`config.mk`:
```
export PLATFORM = sky130hd
export DESIGN_NAME = btn_debounce_array
export DESIGN_NICKNAME = d
export VERILOG_FILES = /design/src/rtl/btn_debounce_array.sv
export SDC_FILE = /design/constraint.sdc
export NUM_CORES = 1
export LEC_CHECK = 0
export ABC_AREA = 1
export ABC_CLOCK_PERIOD_IN_PS = 3500
export BUFFER_PORTS_ARGS = -buffer_cell sky130_fd_sc_hd__buf_2
export CELL_PAD_IN_SITES_DETAIL_PLACEMENT = 1
export CELL_PAD_IN_SITES_GLOBAL_PLACEMENT = 1
export CORE_MARGIN = 2
export CORE_UTILIZATION = 30
export CTS_CLUSTER_DIAMETER = 50
export DETAILED_ROUTE_END_ITERATION = 12
export PLACE_DENSITY_LB_ADDON = 0.1
export SYNTH_ARGS = -nofsm -noshare
export SYNTH_HDL_FRONTEND = slang
export SYNTH_SLANG_ARGS = --single-unit
export TNS_END_PERCENT = 10
```
`constraint.sdc`:
```
create_clock -name clk -period 3.5 [get_ports clk]
set_clock_uncertainty 0.1 [all_clocks]
set_input_delay 0.175 -clock clk [delete_from_list [all_inputs] [get_ports clk]]
set_output_delay 0.175 -clock clk [all_outputs]
set_load 0.01 [all_outputs]
```
`src/rtl/btn_debounce_array.sv`:
```
// Multi-channel push-button debouncer with hysteresis and optional auto-repeat.
//
// Each channel:
//   btn -> 2-flop synchroniser -> saturating up/down integration counter
//   -> hysteresis comparator (HI_TH / LO_TH) -> registered level,
//      rise/fall edge pulses and press pulses (rise plus optional repeats).
//
// Ports:
//   clk    in   single clock, rising edge
//   rst    in   synchronous active-high reset
//   btn    in   [CHANNELS] raw asynchronous button inputs
//   level  out  [CHANNELS] debounced button state
//   rise   out  [CHANNELS] one-cycle pulse on level 0->1
//   fall   out  [CHANNELS] one-cycle pulse on level 1->0
//   press  out  [CHANNELS] rise pulse plus auto-repeat pulses when REPEAT_EN=1
module btn_debounce_array #(
    parameter int unsigned CHANNELS      = 4,
    parameter int unsigned CNT_W         = 20,
    parameter int unsigned HI_TH         = 100000,
    parameter int unsigned LO_TH         = 50000,
    parameter int unsigned REPEAT_EN     = 0,
    parameter int unsigned REPEAT_DELAY  = 50000000,
    parameter int unsigned REPEAT_PERIOD = 10000000
) (
    input  logic                clk,
    input  logic                rst,
    input  logic [CHANNELS-1:0] btn,
    output logic [CHANNELS-1:0] level,
    output logic [CHANNELS-1:0] rise,
    output logic [CHANNELS-1:0] fall,
    output logic [CHANNELS-1:0] press
);

    localparam logic [CNT_W-1:0] HiTh   = CNT_W'(HI_TH);
    localparam logic [CNT_W-1:0] LoTh   = CNT_W'(LO_TH);
    localparam logic [CNT_W-1:0] CntMax = {CNT_W{1'b1}};
    localparam logic [31:0]      RepDelayM1  = 32'(REPEAT_DELAY - 1);
    localparam logic [31:0]      RepPeriodM1 = 32'(REPEAT_PERIOD - 1);

    logic [CHANNELS-1:0] sync1_q, sync2_q;
    logic [CNT_W-1:0]    cnt_q [CHANNELS];
    logic [CNT_W-1:0]    cnt_d [CHANNELS];
    logic [31:0]         rc_q  [CHANNELS];
    logic [31:0]         rc_d  [CHANNELS];
    logic [CHANNELS-1:0] level_q, level_d;
    logic [CHANNELS-1:0] rise_q, rise_d;
    logic [CHANNELS-1:0] fall_q, fall_d;
    logic [CHANNELS-1:0] press_q, press_d;

    always_comb begin
        for (int i = 0; i < int'(CHANNELS); i++) begin
            // Saturating integrator, never wraps.
            cnt_d[i] = cnt_q[i];
            if (sync2_q[i]) begin
                if (cnt_q[i] != CntMax) cnt_d[i] = cnt_q[i] + 1'b1;
            end else begin
                if (cnt_q[i] != '0) cnt_d[i] = cnt_q[i] - 1'b1;
            end

            // Hysteresis: between the thresholds the level holds.
            level_d[i] = level_q[i];
            if (cnt_q[i] >= HiTh) begin
                level_d[i] = 1'b1;
            end else if (cnt_q[i] <= LoTh) begin
                level_d[i] = 1'b0;
            end

            rise_d[i] = level_d[i] & ~level_q[i];
            fall_d[i] = ~level_d[i] & level_q[i];

            rc_d[i]    = '0;
            press_d[i] = rise_d[i];
            if (REPEAT_EN != 0) begin
                // Decisions use the post-update level so the fall edge never
                // emits a repeat pulse.
                if (!level_d[i]) begin
                    rc_d[i]    = '0;
                    press_d[i] = 1'b0;
                end else if (rise_d[i]) begin
                    rc_d[i]    = RepDelayM1;
                    press_d[i] = 1'b1;
                end else if (rc_q[i] == '0) begin
                    rc_d[i]    = RepPeriodM1;
                    press_d[i] = 1'b1;
                end else begin
                    rc_d[i]    = rc_q[i] - 32'd1;
                    press_d[i] = 1'b0;
                end
            end
        end
    end

    always_ff @(posedge clk) begin
        if (rst) begin
            sync1_q <= '0;
            sync2_q <= '0;
            level_q <= '0;
            rise_q  <= '0;
            fall_q  <= '0;
            press_q <= '0;
            for (int i = 0; i < int'(CHANNELS); i++) begin
                cnt_q[i] <= '0;
                rc_q[i]  <= '0;
            end
        end else begin
            sync1_q <= btn;
            sync2_q <= sync1_q;
            level_q <= level_d;
            rise_q  <= rise_d;
            fall_q  <= fall_d;
            press_q <= press_d;
            for (int i = 0; i < int'(CHANNELS); i++) begin
                cnt_q[i] <= cnt_d[i];
                rc_q[i]  <= rc_d[i];
            end
        end
    end

    assign level = level_q;
    assign rise  = rise_q;
    assign fall  = fall_q;
    assign press = press_q;

endmodule

```
==> results of run 1 <==
-- worst paths after layout --
path | from | end | cells after the start
setup / recovery | sync2_q[0] | cnt_q[0][17] | 12
setup reg to reg | sync2_q[0] | cnt_q[0][17] | 12
hold / removal | rst | sync1_q[2] | 3
hold reg to reg | sync1_q[3] | sync2_q[3] | 2
-- critical path: cells and delay by family (launching register included) --
kind / cells / cell delay (ps)
flip-flops: 1 / 340
AND/OR/NAND/NOR: 7 / 750
adder cells (fa/ha/maj): 1 / 410
buffers and inverters: 3 / 710
AO/OA/AOI/OAI: 1 / 260
-- power groups by stage --
stage	registers [mW]	logic [mW]	clock network, mW
after floorplan	1.89	4.96	0
after global placement	2.07	6.26	0
after detailed placement	2.07	6.33	0
after CTS	2.05	6.38	1.23
after global routing	2.10	7.36	1.27
final	2.04	6.29	1.18
-- through the flow --
step	setup slack [ps]	utilization	area, µm²	power, mW	std cells
6_report	828	0.336	9640	9.51	1876
5_1_grt	587	0.336	9640	10.7	1876
4_1_cts	785	0.336	9640	9.65	1876
3_5_place_dp	813	0.323	9270	8.40	1856
3_3_place_gp	779	0.323	9270	8.34	1856
2_1_floorplan	1420	-	8750	6.85	1461
-- layer usage --
| layer | part of all wire | wire, µm |
|---|---|---|
| met5 | 0 | 0 |
| met4 | 0.013 | 335 |
| met3 | 0.021 | 552 |
| met2 | 0.46 | 12400 |
| met1 | 0.50 | 13500 |
-- Yosys cell counts (all sizes together) --
master,n
clkbuf,4
nand4,13
buf,8
nand3b,5
clkinv,1
o21bai,8
xor2,5
ha,72
a31oi,3
a21oi,94
xnor2,35
nand3,130
o211ai,1
and2,11
inv,244
nand2,489
o21ai,19
a211oi,9
fa,4
dfxtp,100
nor4,4
nor2,179
nor3,23
-- flip-flops by register name, indices dropped and copies added, names as in the netlist --
signal   cells
press        4
cnt_q       80
sync2_q      4
sync1_q      4
fall         4
level        4
-- final cells by class --
class | count | area [µm²] | share of cell area
clock inverters | 5 | 83.8 | 0.00869
clock buffers | 11 | 253 | 0.0262
well taps | 384 | 480 | 0.0498
flip-flops and latches | 100 | 2000 | 0.208
repair buffers | 27 | 160 | 0.0166
inverters | 245 | 922 | 0.0956
multi-input cells | 1104 | 5740 | 0.595
-- cells by family after synthesis --
family                   count (synthesis)
XOR/XNOR                                40
AND/OR/NAND/NOR                        854
flip-flops                             100
buffers and inverters                  257
adder cells (fa/ha/maj)                 76
AO/OA/AOI/OAI                          134
-- timing repair --
action / CTS / global route
endpoints found under the setup margin: 0 / 0
setup buffers: 0 / 0
hold endpoints to repair: 4 / 0
hold buffers: 4 / 0
==> out/results.ini, run 1 <==
[grt]
antenna_found_initial = 0
grt_use_total = 0.183
grt_use_met2 = 0.321
grt_max_degree = 21
grt_overflow = 0
grt_use_met3 = 0.0263
grt_busiest_layer = met2
grt_pass1_wl_mm = 45.3
grt_pass1_vias = 9072
use_met1 = 0.237

[floorplan]
die_x_um = 175
ioPinCount = 22
dieHeight_um = 175
core_um2 = 28700
initial_utilization = 0.305
fp-row-count = 62
fp.dieArea_um2 = 30500

[sta]
finalSetupTns_ps = 0
fin_crit_ps = 2670
slew_viol_final = 0
finalCritPeriodShare = 0.763
hold_viol_final = 0
rsz0062_at_grt = no
relSlewSlack = 0.442
hold_ws_ps = 173
worst_pin_slew_ps = 836
fmax_mhz = 374
setup_viol = 0

[layout]
final_common_cell = nand2_1
drive_above_1_share = 0.0630
antennaDiodeCount = 0
area_growth_pct = 10.2
final_cell_mix = nand2_1 (478), inv_1 (234), nor2_1 (172)
fill_cells = 3878
final_nets = 1569

[yosys]
synth_area_leaders = dfxtp_1 (23%), nand2_1 (21%), ha_1 (10%)
synth_area_leader_cell = dfxtp_1
ys_ff_latch = 100
synth-xor-area-share = 0.0400
synth.top_cell.area_share = 0.229
synth-compound-area-share = 0.0852
syn_nets = 1543
netlist_area_um2 = 8750
synthAdderAreaFrac = 0.112
synth_simple_gate_area_frac = 0.419
syn_area_per_cell_um2 = 5.99
syn_inst = 1461
ys_warn_count = 0
synth.area.mux_share = 0
synth_cell_types = 38
ys_seq_area_frac = 0.229
synth_top_family_by_area = simple AND/OR/NAND/NOR gates

[route]
drc = 0
wl_per_cell_um = 14.3
wl_mm = 26.7
drtIter0Drc = 259
via_per_inst = 4.67
vias = 8758
dr.pass1.iters = 4
antenna_left = 0

[clock_tree]
clkTransAtPathRegs_ps = 80
clock_sinks = 100
h-tree-depth = 3
cts_buffers = 9
cts-root-buf = clkbuf_16
clock_path_buffers = 2
ctsResizeCount = 0
worstSkewPairLatency_ps = 370
cts_tree = built

[power_and_ir_drop]
peakVddDrop_mv = 0.313
p_sw_frac = 0.518
internal-power_mw = 4.58
switchingPower_mw = 4.93
combPwrFrac = 0.662
power.share.sequential = 0.214
p_leak_nw = 5.28
power.density_nw_per_um2 = 986
clkPwrFrac = 0.124

[critical_path]
end_kind = flip-flop
critPathKind = reg2reg
cp_slowest_cell = inv_1
startpoint_type = flip-flop
required_ps = 3670
arrival_ps = 2850
critical_path.max_stage_delay_ps = 610
critPathMaxFanout = 20
critical_path.cell_chain = inv_1 > ha_1 > nand2_1 > inv_1 > a21oi_1 > nand3_1 > nand2_1 > nand2_1 > nand2_1 > nand3_2 > nand2_1 > inv_1
crit_top_cell = nand2_1
r2r_setup_slack_ps = 830

[placement]
gp_congestion = 0.803
portBuffers = 21
dp_hpwl_mm = 21.9

[min_path]
hold_class = in2reg

[outcome]
status = finished clean

[run]
maxCapViolCount = 0

(Power assumes the default switching activity.)
==> run 2, diff against run 1 <==
Settings changed: ABC_AREA 1 to 0, ABC_CLOCK_PERIOD_IN_PS 3500 to 2400.
Clock period 3.5 ns to 2.4 ns, I/O delays scaled along.
==> run 2 against run 1 <==
Net effect: the flow now finishes with violations (setup timing); clock power rose by 36%; power rose by 64%; utilization rose by 9.7 points; count of clock-buffer cells in the layout fell by 2; die area fell by 19%; sequential power rose by 51%; synthesized area fell by 19%; wire length fell by 6.9%; critical path type unchanged; largest power group unchanged.
==> out/results.ini, run 2 <==
[outcome]
status = finished with violations
failed_checks = setup timing

[sta]
slew_viol_final = 0
setup_viol = 4
worst_pin_slew_ps = 652
fin_crit_ps = 2430
finalSetupTns_ps = -97.1
hold_ws_ps = 105
finalWorstSetupSlack_ps = -33.6
hold_viol_final = 0
relSlewSlack = 0.561
rsz0062_at_grt = yes
finalCritPeriodShare = 1.01
fmax_mhz = 411

[yosys]
synth_top_family_by_area = compound AO/OA/AOI/OAI gates
syn_nets = 938
synth_edf_count = 0
synthAdderAreaFrac = 0.139
ys_warn_count = 0
ys.flop_type = dfxtp_1
yosys-top-cells-count = a21oi_1 (148), dfxtp_1 (100), ha_1 (72), nand2_1 (57), o21ai_0 (44)
synth_cell_types = 66
synth_area_leader_cell = dfxtp_1
yosysMostFrequentCell = a21oi_1
ys_seq_area_frac = 0.283
synth-xor-area-share = 0.0854
syn_inst = 856
synth_simple_gate_area_frac = 0.180
synth.area.mux_share = 0.00301
netlist_area_um2 = 7070
synth-compound-area-share = 0.276
synth.top_cell.area_share = 0.283
synth_area_leaders = dfxtp_1 (28%), ha_1 (13%), a21oi_1 (10%)
syn_area_per_cell_um2 = 8.26
async_reset_ff_frac = 0
ys_ff_latch = 100

[layout]
final_nets = 1139
antennaDiodeCount = 0
fill_cells = 2740
drive_above_1_share = 0.347
area_growth_pct = 42.7
final_common_cell = buf_4
final_cell_mix = buf_4 (191), a21oi_1 (124), dfxtp_1 (95)
top_register = cnt_q
largest_reg_flops = 80
post-route-util = 0.433
final_area_um2 = 10100

[clock_tree]
cts-root-buf = clkbuf_16
clkTransAtPathRegs_ps = 80
cts_tree = built
clock_path_buffers = 2
clock_sinks = 100
worstSkewPairLatency_ps = 370
h-tree-depth = 3
cts_buffers = 9

[power_and_ir_drop]
peakVddDrop_mv = 0.531
power.density_nw_per_um2 = 1550
p_leak_nw = 4.26
power_mw = 15.6

[route]
via_per_inst = 5.33
wl_per_cell_um = 18.0
wl_mm = 24.9
drtIter0Drc = 227
vias = 7354
drc = 0
dr.pass1.iters = 4
antenna_left = 0

[critical_path]
arrival_ps = 2560
end_kind = flip-flop
r2r_setup_slack_ps = -30
critPathMaxFanout = 5
crit_family = compound AO/OA/AOI/OAI gates
crit_buf_inv = 1
startpoint_type = flip-flop
critPathKind = reg2reg
critical_path.cell_chain = clkinvlp_4 > fa_2 > a211oi_2 > o21bai_2 > a211o_1 > and4_4 > a311oi_2 > xor2_1 > a21oi_1
critical_path.max_stage_delay_ps = 370
cp_slowest_cell = fa_2
required_ps = 2530

[placement]
dp_hpwl_mm = 18.5
place_area_um2 = 8880
portBuffers = 21
gp_congestion = 0.868

[run]
maxCapViolCount = 0

[min_path]
hold_class = in2reg

[grt]
grt_pass1_vias = 7952
grt_overflow = 0
grt_max_degree = 25
grt_use_total = 0.200
antenna_found_initial = 0
grt_pass1_wl_mm = 40.0

[floorplan]
ioPinCount = 22
fp.dieArea_um2 = 24800
dieHeight_um = 158
core_um2 = 23300
initial_utilization = 0.303
die_x_um = 158
fp-row-count = 56

==> run 2: cell count changes after synthesis, moves of 37 or more <==
cell,change
a21oi_1,+61
nand2_1,-421
nand3_1,-104
a21o_1,+37
inv_1,-217
nor2_1,-134
==> run 2: area by class of cell <==
cell class | instances | area (µm²) | area share
multi-input cells | 705 | 5590 | 0.554
flip-flops and latches | 100 | 2010 | 0.199
repair buffers | 224 | 1700 | 0.169
well taps | 319 | 399 | 0.0395
clock buffers | 9 | 225 | 0.0223
clock inverters | 7 | 82.6 | 0.00818
inverters | 17 | 77.6 | 0.00768
==> run 2: final timing paths <==
check,endpoint,depth (start not counted),startpoint
max,cnt_q[0][16],9,sync2_q[0]
min,level[0],2,rst
max reg2reg,cnt_q[0][16],9,sync2_q[0]
min reg2reg,sync2_q[0],1,sync1_q[0]
==> run 2: worst register-to-register path: cells and delay by family (launching register included) <==
| family | cells | cell delay (ps) |
|---|---|---|
| flip-flops | 1 | 360 |
| buffers and inverters | 1 | 130 |
| AO/OA/AOI/OAI | 5 | 950 |
| XOR/XNOR | 1 | 170 |
| AND/OR/NAND/NOR | 1 | 220 |
| adder cells (fa/ha/maj) | 1 | 370 |
==> run 2: per-layer routing <==
metal  global-route usage  wire length, µm  up-vias
li1                     -                -     3631
met1                0.247            11200     3618
met2                0.363            12700       71
met3               0.0182              342       34
met4               0.0697              601        0
met5                    0                0        -
==> run 2: what timing repair did <==
action                                  in CTS  in global routing
setup buffers                                5                  5
endpoints found under the hold margin        4                  0
endpoints found under the setup margin      37                 44
gates resized for setup                     80                 78
pin swaps                                   25                 40
gates cloned                                 0                  1
hold buffers                                 4                  0
==> run 2: per-stage QoR <==
step / instances / setup slack [ps]
after global routing: 1381 / -135
after floorplan: 856 / -203
after detailed placement: 1350 / -325
final: 1381 / -33.6
after CTS: 1375 / -46.3
after global placement: 1350 / -203
==> run 2: power by group <==
group,internal (mW),switching [mW],leakage [nW]
clock,0.828,0.772,0.145
combinational,5.68,5.26,3.28
sequential,2.29,0.802,0.835
total,8.80,6.84,4.26
==> run 2: kinds of logic after synthesis <==
group,Yosys count
AOI/OAI and AO/OA,319
and+or+nand+nor,239
DFF,100
adders and majority gates,76
xor gates and xnor gates,69
buffers and inverters,51
muxes,2
==> run 3, diff against run 2 <==
--- a/config.mk
+++ b/config.mk
@@ -6,5 +6,5 @@
 export NUM_CORES = 1
 export LEC_CHECK = 0
-export ABC_AREA = 0
+export ABC_AREA = 1
 export ABC_CLOCK_PERIOD_IN_PS = 2400
 export BUFFER_PORTS_ARGS = -buffer_cell sky130_fd_sc_hd__buf_2
==> constraint.sdc (replaced) <==
create_clock -name clk -period 2.4 [get_ports clk]
set_clock_uncertainty 0.1 [all_clocks]
set_input_delay 0.24 -clock clk [delete_from_list [all_inputs] [get_ports clk]]
set_output_delay 0.24 -clock clk [all_outputs]
set_load 0.01 [all_outputs]
==> run 3 against run 2 <==
Net effect: the flow now finishes without violations; flip-flop and latch count did not move; first-iteration DRC count is 5.3% higher; global-route usage is 1.5 points lower; cell count is 37% higher; fmax grew 11%; design area shrank 2.7%; via count grew 20%; combinational power decreased by 14%; clock power is 3% lower; largest cell class unchanged; largest power group unchanged.
==> out/results.ini, run 3 (synthesis gave the netlist of run 1 again) <==
[placement]
gp_congestion = 0.826
portBuffers = 21
place_area_um2 = 9470
dp.cells = 1876
dp_hpwl_mm = 22.4

[critical_path]
r2r_setup_slack_ps = 210
critical_path.max_stage_delay_ps = 390
critPathKind = reg2reg
critical_path.cell_chain = inv_1 > buf_12 > ha_1 > nand2_1 > nor2_2 > inv_1 > nor3_1 > nand2_1 > nand3_1 > nand3_1 > nand2_1 > inv_1
critPathMaxFanout = 20
cp_slowest_cell = ha_1
startpoint_type = flip-flop
arrival_ps = 2360
end_kind = flip-flop
required_ps = 2560

[power_and_ir_drop]
p_sw_frac = 0.522
internal-power_mw = 6.63
switchingPower_mw = 7.25
peakVddDrop_mv = 0.380
power.share.sequential = 0.214
p_leak_nw = 5.37
clkPwrFrac = 0.111
power.density_nw_per_um2 = 1410
combPwrFrac = 0.674
power_mw = 13.9

[layout]
final_nets = 1589
fill_cells = 3866
multi_input_area_um2 = 5760
final_cell_mix = nand2_1 (478), inv_1 (234), nor2_1 (171)
antennaDiodeCount = 0
final_area_um2 = 9820
drive_above_1_share = 0.0794
final_common_cell = nand2_1
fin_cells = 1895
seq_area_um2 = 2000
top_register = cnt_q
area_growth_pct = 12.2
largest_reg_flops = 80
post-route-util = 0.342

[sta]
fmax_mhz = 456
slew_viol_final = 0
setup_viol = 0
rsz0062_at_grt = no
finalSetupTns_ps = 0
hold_viol_final = 0
worst_pin_slew_ps = 498
fin_crit_ps = 2190
finalCritPeriodShare = 0.913
relSlewSlack = 0.667

[route]
via_per_inst = 4.65
drc = 0
drtIter0Drc = 239
vias = 8819
antenna_left = 0
wl_per_cell_um = 14.3
dr.pass1.iters = 4
wl_mm = 27.1

[min_path]
hold_class = in2reg

[clock_tree]
cts_tree = built
postCtsSetupRepairBufs = 0
h-tree-depth = 3
cts-root-buf = clkbuf_16
worstSkewPairLatency_ps = 360
clkTransAtPathRegs_ps = 80
clock_sinks = 100
cts_buffers = 9
clock_path_buffers = 2

[grt]
grt_use_total = 0.185
grt_overflow = 0
grt_pass1_wl_mm = 45.7
grt_pass1_vias = 9172
grt_max_degree = 21
antenna_found_initial = 0

[floorplan]
die_x_um = 175
dieHeight_um = 175
initial_utilization = 0.305
ioPinCount = 22
core_um2 = 28700
fp.dieArea_um2 = 30500
fp-row-count = 62

[run]
maxCapViolCount = 0

[outcome]
status = finished clean

run 3: cell types whose count changed in the layout (fill, tap and decap cells not counted), sizes merged, moves of 55 or more:
cell,previous run,this run
nand3,14,130
a21oi,149,94
buf,219,43
inv,19,244
nand2,57,489
nor2,38,179
run 3: path summary, 6_finish.rpt:
| kind | to | cells past startpoint | start |
|---|---|---|---|
| max | cnt_q[0][15] | 12 | sync2_q[0] |
| min | sync1_q[2] | 3 | rst |
| max reg2reg | cnt_q[0][15] | 12 | sync2_q[0] |
| min reg2reg | sync2_q[1] | 2 | sync1_q[1] |
run 3: cell type report:
| class | instances | area share |
|---|---|---|
| timing repair buffer | 47 | 0.0367 |
| sequential | 100 | 0.204 |
| multi-input combinational | 1104 | 0.587 |
| clock inverter | 6 | 0.00675 |
| tap | 384 | 0.0489 |
| inverter | 245 | 0.0939 |
| clock buffer | 9 | 0.0229 |
run 3: critical path, delay by kind of cell, from the launching register on:
kind,cells,cell delay [ps]
DFF,1,380
and+or+nand+nor,7,850
buffers and inverters,4,360
adders and majority gates,1,390
run 3: timing repair:
action / 4_1_cts / 5_1_grt
hold buffers: 4 / 0
resized for setup: 0 / 7
endpoints found under the hold margin: 4 / 0
setup endpoints to repair: 0 / 13
run 3: routing by layer:
metal	track usage	vias to the layer above	wire [µm]
met1	0.241	4056	13600
met5	0	-	0
li1	-	4689	-
met2	0.328	54	12800
met3	0.0244	20	482
met4	0.0365	0	331
run 3: power by group through the flow:
| stage | clock network (mW) | registers, mW | logic, mW |
|---|---|---|---|
| 2_1_floorplan | 0 | 2.76 | 7.23 |
| 3_3_place_gp | 0 | 3.03 | 9.28 |
| 3_5_place_dp | 0 | 3.02 | 9.37 |
| 4_1_cts | 1.62 | 2.99 | 9.44 |
| 5_1_grt | 1.68 | 3.08 | 10.9 |
| 6_report | 1.55 | 2.97 | 9.36 |
run 3: per-stage QoR:
step                      setup slack [ps]  hold WS, ps
final                                  208          244
after global routing                  1.33          252
after CTS                             96.5          248
after detailed placement               116          300
after global placement                 154          300
after floorplan                        320          247
